### config.mk
export PLATFORM = sky130hd
export DESIGN_NAME = softmax_normalizer
export DESIGN_NICKNAME = d
export VERILOG_FILES = /design/src/rtl/softmax_normalizer.sv
export SDC_FILE = /design/constraint.sdc
export NUM_CORES = 1
export LEC_CHECK = 0
export ABC_CLOCK_PERIOD_IN_PS = 2400
export CAP_MARGIN = 10
export CORE_MARGIN = 1
export CORE_UTILIZATION = 49
export DETAILED_ROUTE_END_ITERATION = 8
export PLACE_DENSITY = 0.76
export SETUP_SLACK_MARGIN = 0.5
export SKIP_CTS_REPAIR_TIMING = 1
export SLEW_MARGIN = 20
export SYNTH_ARGS = -nofsm -noshare
export SYNTH_HDL_FRONTEND = slang
export SYNTH_SLANG_ARGS = --single-unit
### constraint.sdc
create_clock -name clk -period 2.4 [get_ports clk]
set_input_delay 0.48 -clock clk [delete_from_list [all_inputs] [get_ports clk]]
set_output_delay 0.48 -clock clk [all_outputs]
set_load 0.01 [all_outputs]
### src/rtl/softmax_normalizer.sv
// Iterative two's-complement normalizer for the Softmax datapath.
// Left-shifts one bit per cycle until the two top bits differ.
module softmax_normalizer #(
   parameter int INPUT_SIZE = 8,
   parameter int SHIFT_SIZE = $clog2(INPUT_SIZE)
) (
   input  logic                  clk,
   input  logic                  rst_n,
   input  logic                  in_valid,
   output logic                  in_ready,
   input  logic [INPUT_SIZE-1:0] in_data,
   output logic                  out_valid,
   input  logic                  out_ready,
   output logic [INPUT_SIZE-1:0] out_data,
   output logic [SHIFT_SIZE-1:0] out_shift,
   output logic                  out_zero
);

   typedef enum logic [1:0] {
      IDLE  = 2'd0,
      SHIFT = 2'd1,
      DONE  = 2'd2
   } state_t;

   state_t                r_state;
   state_t                w_next;
   logic [INPUT_SIZE-1:0] r_work;
   logic [SHIFT_SIZE-1:0] r_count;
   logic [INPUT_SIZE-1:0] r_data;
   logic [SHIFT_SIZE-1:0] r_shift;
   logic                  r_zero;
   logic                  w_accept;
   logic                  w_is_zero;
   logic                  w_is_norm;

   assign w_accept  = in_valid && in_ready;
   assign w_is_zero = (r_work == '0);
   assign w_is_norm = r_work[INPUT_SIZE-1] ^ r_work[INPUT_SIZE-2];

   always_ff @(posedge clk or negedge rst_n) begin
      if (!rst_n) begin
         r_state <= IDLE;
      end else begin
         r_state <= w_next;
      end
   end

   always_comb begin
      w_next = r_state;
      unique case (r_state)
         IDLE: begin
            if (w_accept) w_next = SHIFT;
         end
         SHIFT: begin
            if (w_is_zero || w_is_norm) w_next = DONE;
         end
         DONE: begin
            if (out_ready) w_next = IDLE;
         end
         default: w_next = IDLE;
      endcase
   end

   // in_ready is gated by rst_n so it reads 0 while reset is held
   always_comb begin
      in_ready  = rst_n && (r_state == IDLE);
      out_valid = (r_state == DONE);
      out_data  = r_data;
      out_shift = r_shift;
      out_zero  = r_zero;
   end

   always_ff @(posedge clk or negedge rst_n) begin
      if (!rst_n) begin
         r_work  <= '0;
         r_count <= '0;
         r_data  <= '0;
         r_shift <= '0;
         r_zero  <= 1'b0;
      end else begin
         if (r_state == IDLE) begin
            if (w_accept) begin
               r_work  <= in_data;
               r_count <= '0;
            end
         end else if (r_state == SHIFT) begin
            if (w_is_zero) begin
               r_data  <= '0;
               r_shift <= '0;
               r_zero  <= 1'b1;
            end else if (w_is_norm) begin
               r_data  <= r_work;
               r_shift <= r_count;
               r_zero  <= 1'b0;
            end else begin
               r_work  <= r_work << 1;
               r_count <= r_count + 1'b1;
            end
         end
      end
   end

endmodule

* After elaboration in Yosys (flattened, before gate mapping)
Cells that the tools add are included.
Operators by class: reduce and logical (&&, ||, !) cells 10, eq/ne operators 7, bitwise logic cells 2, muxes and demuxes 20, $add $sub $neg 1
Operator list (number):
- 8-bit two-way mux | 7
- 3-bit two-way mux | 7
- 8-bit zero test | 1
- 2-bit two-way mux | 3
- 2-bit by 1-bit != test with 1-bit output (second input constant) | 3
- 2-bit case mux with 3 select lines | 1
- 3-bit AND reduction | 2
- 2-bit != test (second input constant) | 2
- 4-bit AND reduction | 1
- 2-bit nonzero test | 2
- 3-bit by 1-bit adder with 3-bit output (second input constant) | 1
- 2-bit by 1-bit equality test with 1-bit output (second input constant) | 1
- 2-bit equality test (second input constant) | 1
- 1-bit logical AND | 2
- 2-bit zero test | 1
- 1-bit two-way mux | 2
- 1-bit logical OR | 1
- 1-bit inverter | 1
- 1-bit XOR | 1
Word-level totals: word-level logic and storage cells 46, register bits after elaboration 25, input bits 12

* Logic depth before layout (Yosys ltp)
word-level depth 5, gate-level depth with buffers 7

* Worst setup path after synthesis
OpenSTA, ideal clock, no wires.
path kind register to register, from reg r_work[6], to reg r_work[3], arrival time 1.657 ns, required time 2.275 ns, library setup time 0.125 ns, slack 0.618 ns, stages on the path, launching flop included 8, cell sequence dfrtp_1 -> inv_1 -> ha_1 -> clkbuf_1 -> a2111oi_4 -> a21oi_2 -> buf_6 -> mux2_4
Between the ends: longest elaborated chain between the ends 3, elaborated cells on any way between the ends 5, those cells by class 2 x eq/ne; 1 x bitwise; 2 x reduce/logical
RTL lines:
- start: declaration | line 27 | logic [INPUT_SIZE-1:0] r_work;
- start signal: assignment | line 83 | r_work <= in_data;
- start signal: assignment | line 96 | r_work <= r_work << 1;
- 8-bit zero test / 1-bit XOR (equally long branches) | line 37, 38
- 2-bit by 1-bit != test with 1-bit output (no line)
- 4-bit AND reduction (no line) (*)
Mark *: on every way between the ends. The rest lies on a longest branch, timed or not. A chain may end at the register's enable or synchronous reset.

* Worst setup path in the final report
from reg r_work[6], to reg r_work[1]
The elaborated chain is that of the path after synthesis.

==> summary by stage <==
Run status
The run finished with clean final reports.

Pwr
Internal power comes to 0.00139 W. In this run switching power makes up between 30% and 40% of total power. The share of power burned in the clock network is around 9%.

Combinational logic is responsible for 55.7% of the overall power. Power spread over the standard cell area amounts to approximately 1300 mW/mm². For this design the static power due to leakage is about 0.8 nW. The largest voltage drop on the vdd net is 0.728 mV. In this run, flip-flops and latches consume a little over a third of the power. Summing internal, switching and leakage power gives between 0.002 and 0.0025 W.

The analysis attributes to net switching a power of a little under 0.0008 W.

Finish
The number of fill cells is ~160. In the final layout, the multi-input gates occupy around 560 µm². The library cell used most frequently in the layout, excluding fill and tap cells, is sky130_fd_sc_hd__dfrtp_1.

From synthesis to final layout, the design area changed by 38.8%. The number of antenna diodes in the final layout is 0. Summing all flip-flop and latch instances after layout gives between 600 and 700 µm². In the final design database the tool counted 150 nets. In the layout the commonest cells are 24 x sky130_fd_sc_hd__dfrtp_1, 23 x sky130_fd_sc_hd__clkdlybuf4s50_1, 12 x sky130_fd_sc_hd__mux2_2, 10 x sky130_fd_sc_hd__buf_4, 9 x sky130_fd_sc_hd__inv_1.

The share of cells above drive strength 1 is a little over a third.

Drt
The final wirelength is approximately 2.5 mm. The total number of vias is 874. The routed via count divided by cell count is around 5.4. The violation count after the first detailed-routing iteration is 5. For this run, design rule violations remaining after detail routing come to 0. In this run the remaining antenna-violating nets after routing total 0. Dividing the detail-routed wire length by the instance count gives 15.5 µm. The number of iterations in the first detailed-routing pass is 4.

Timing
The shortest period the worst path allows is between 1.5 and 2 ns. The total negative setup slack is 0 ns. The final number of setup-violating endpoints is 0. Static timing analysis puts the maximum clock frequency at ~520 MHz. In this run the tightest slew margin relative to its limit is about 80%. The number of slew-limit violations in the final report was 0. The final critical-path setup slack is 0.466 ns. In the finished design, the share of the clock period the worst path needs comes to roughly four fifths.

At the pin with the least slew margin, the transition time is around 0.32 ns. Across the routed clock network, the largest skew measured is 0.0121 ns. The final count of hold timing violations is 0. Setup repair after global routing could not meet its margin everywhere.

Critical path
The startpoint of the worst-slack reg-to-reg timing path is r_work[6]. The critical path goes through inv_2 > ha_4 > nor4b_4 > a2111oi_4 > buf_4 > a21oi_4 > buf_6 > mux2_4. By startpoint and endpoint, the worst setup path is classified as flop to flop. The worst setup path is launched from a flop. Counting both buffers and inverters, the worst setup path holds a total of 3. The largest driver fanout on the critical path is 4. At the worst endpoint, the arrival time is 2.15 ns. The endpoint of the worst-slack reg-to-reg timing path is r_work[1]. The setup slack on the worst flop-to-flop path is 0.47 ns. The largest stage delay on the critical path is 0.45 ns. On the critical path the largest part of the delay comes from flip-flops. STA puts the critical path data required time at around 2.6 ns. Counting cells, the worst reg-to-reg path comes to 8.

The worst setup path is captured at a flop. The slowest cell on the critical path is sky130_fd_sc_hd__dfrtp_1.

Synth
Dividing the synthesized area by the synthesized cell count gives roughly 13 µm². Yosys mapped a number of flops with a built-in enable equal to 0. In this run, synthesis produced a sequential element count of 25. The share of flip-flops with an asynchronous set or reset is 100%. In this run the cell area of the synthesized design comes to about 0.0012 mm². For this run, the register share of the synthesized area comes to ~52%.

The count of unique library cells instantiated by Yosys is 26. Synthesis produced a netlist with a net count of around 110. The most used flip-flop cell after synthesis is sky130_fd_sc_hd__dfrtp_1.

Yosys printed 0 warnings. The number of cells produced by synthesis is 94.

Global routing
For met2 alone, demand over resource in global routing was roughly 34%. The first global-routing pass estimated ~3.8 mm of wire. The global-route track usage on met3 is under 10%. Global routing finished with a remaining overflow of 0. The layer with the highest usage is met2. The via count of the first global-routing pass is approximately 800. The pin count of the biggest net entering global routing is 26.

Global routing used ~20% of the available tracks across all layers. In the global route stage, met1 resource usage came out at roughly 24%. The initial antenna violation count is 0.

Clocking
The number of H-tree levels is 1. The clock sink count is 25. In this run the clock root is driven by a sky130_fd_sc_hd__clkbuf_4. TritonCTS built the clock tree. Clock tree synthesis inserted a total of 3 buffers.

After clock tree synthesis, the clock-pin slew on the worst setup and hold paths is 0.15 ns. In this run the deepest clock path goes through 2 buffers. For the worst-skew pair, the clock arrives at the later sink with an insertion delay of around 0.32 ns.

Worst hold path
The class of the most critical hold timing path is flop to flop. The origin of the worst min-delay path is out_data[1]. Along the worst hold path, the cell count comes to 1.

The worst hold path terminates at out_data[1].

Floorplanning
From left edge to right edge, the die measures 51.6 µm. The die span in y is about 52 µm. The core area is 0.00225 mm². The floorplan row count is 17.

The effective utilization at floorplan is between 50% and 60%. For this design the top-level I/O count stands at 26. The die area is between 0.002 and 0.003 mm².

Placed design
The post-detailed-placement half-perimeter wirelength is ~1.6 mm. The number of input and output port buffers inserted is 25. The global placer's final weighted congestion is roughly 0.78. The worst slack at placement is 0.233 ns.

Job
The count of max-cap constraint violations is 0.
## registers in the layout (all words and copies together) (netlist names)
name	cells
r_state	2
out_zero	1
r_count	3
out_shift	3
out_data	8
r_work	8
## per-layer routing
| metal | vias to the layer above | wire (µm) |
|---|---|---|
| met5 | - | 0 |
| met4 | 0 | 26 |
| met3 | 2 | 103 |
| met2 | 17 | 1270 |
| met1 | 440 | 1120 |
| li1 | 415 | - |
## worst max path at each step
stage          startpoint   endpoint  slack (ns)  cells past startpoint
2_1_floorplan   r_work[6]  r_work[3]        0.62                      7
3_3_place_gp        rst_n   in_ready        0.24                      3
3_5_place_dp        rst_n   in_ready        0.23                      3
4_1_cts             rst_n   in_ready        0.22                      3
5_1_grt         r_work[6]  r_work[3]        0.38                      8
6_report        r_work[6]  r_work[1]        0.47                      8
## worst reg2reg max path, cell delays in order (launching register included)
cell and delay, ns:
sky130_fd_sc_hd__dfrtp_1 0.45, sky130_fd_sc_hd__inv_2 0.10, sky130_fd_sc_hd__ha_4 0.12, sky130_fd_sc_hd__nor4b_4 0.26
sky130_fd_sc_hd__a2111oi_4 0.12, sky130_fd_sc_hd__buf_4 0.18, sky130_fd_sc_hd__a21oi_4 0.19, sky130_fd_sc_hd__buf_6 0.13
sky130_fd_sc_hd__mux2_4 0.28
## power groups by stage
stage	registers, W	logic (W)	clock network [W]
5_1_grt	0.000794	0.00130	0.000210
3_5_place_dp	0.000775	0.000981	0
2_1_floorplan	0.000779	0.000619	0
3_3_place_gp	0.000761	0.000963	0
6_report	0.000768	0.00121	0.000193
4_1_cts	0.000765	0.000987	0.000193
## cell families (layout without fill, tap and decap cells)
logic type	count (synthesis)	count (layout)	synth area share, %
buffers and inverters	15	55	5.92
AO/OA/AOI/OAI	13	14	9.66
adder cells (fa/ha/maj)	2	2	2.08
multiplexers	21	21	20.0
flip-flops	25	25	51.9
AND/OR/NAND/NOR	18	18	10.4
## synthesized netlist by cell type (all sizes together) (2+ instances only)
cell | number | area (µm²)
dfrtp | 25 | 626
mux2 | 16 | 191
inv | 11 | 41.3
o21ai | 6 | 30.0
mux2i | 5 | 50.1
nand4 | 5 | 31.3
nand2 | 4 | 15.0
a22o | 2 | 18.8
and2 | 2 | 13.8
buf | 2 | 22.5
clkbuf | 2 | 7.51
ha | 2 | 25.0
nor2 | 2 | 7.51
## through the flow
step	area, µm²	cells	utilization (%)	hold WS [ns]
3_3_place_gp	1500	148	66.4	0.485
4_1_cts	1530	152	67.6	0.532
5_1_grt	1670	163	74.2	0.543
6_report	1670	163	74.2	0.525
3_5_place_dp	1500	148	66.4	0.499
2_1_floorplan	1200	94	-	0.184
## layout make-up
cell class                 instances  area share, %
sequential                        25           37.5
clock buffer                       3           1.35
multi-input combinational         55           33.2
inverter                          11           2.47
tap                               28           2.09
timing repair buffer              40           23.1
clock inverter                     1          0.299
(Power assumes the default switching activity.)
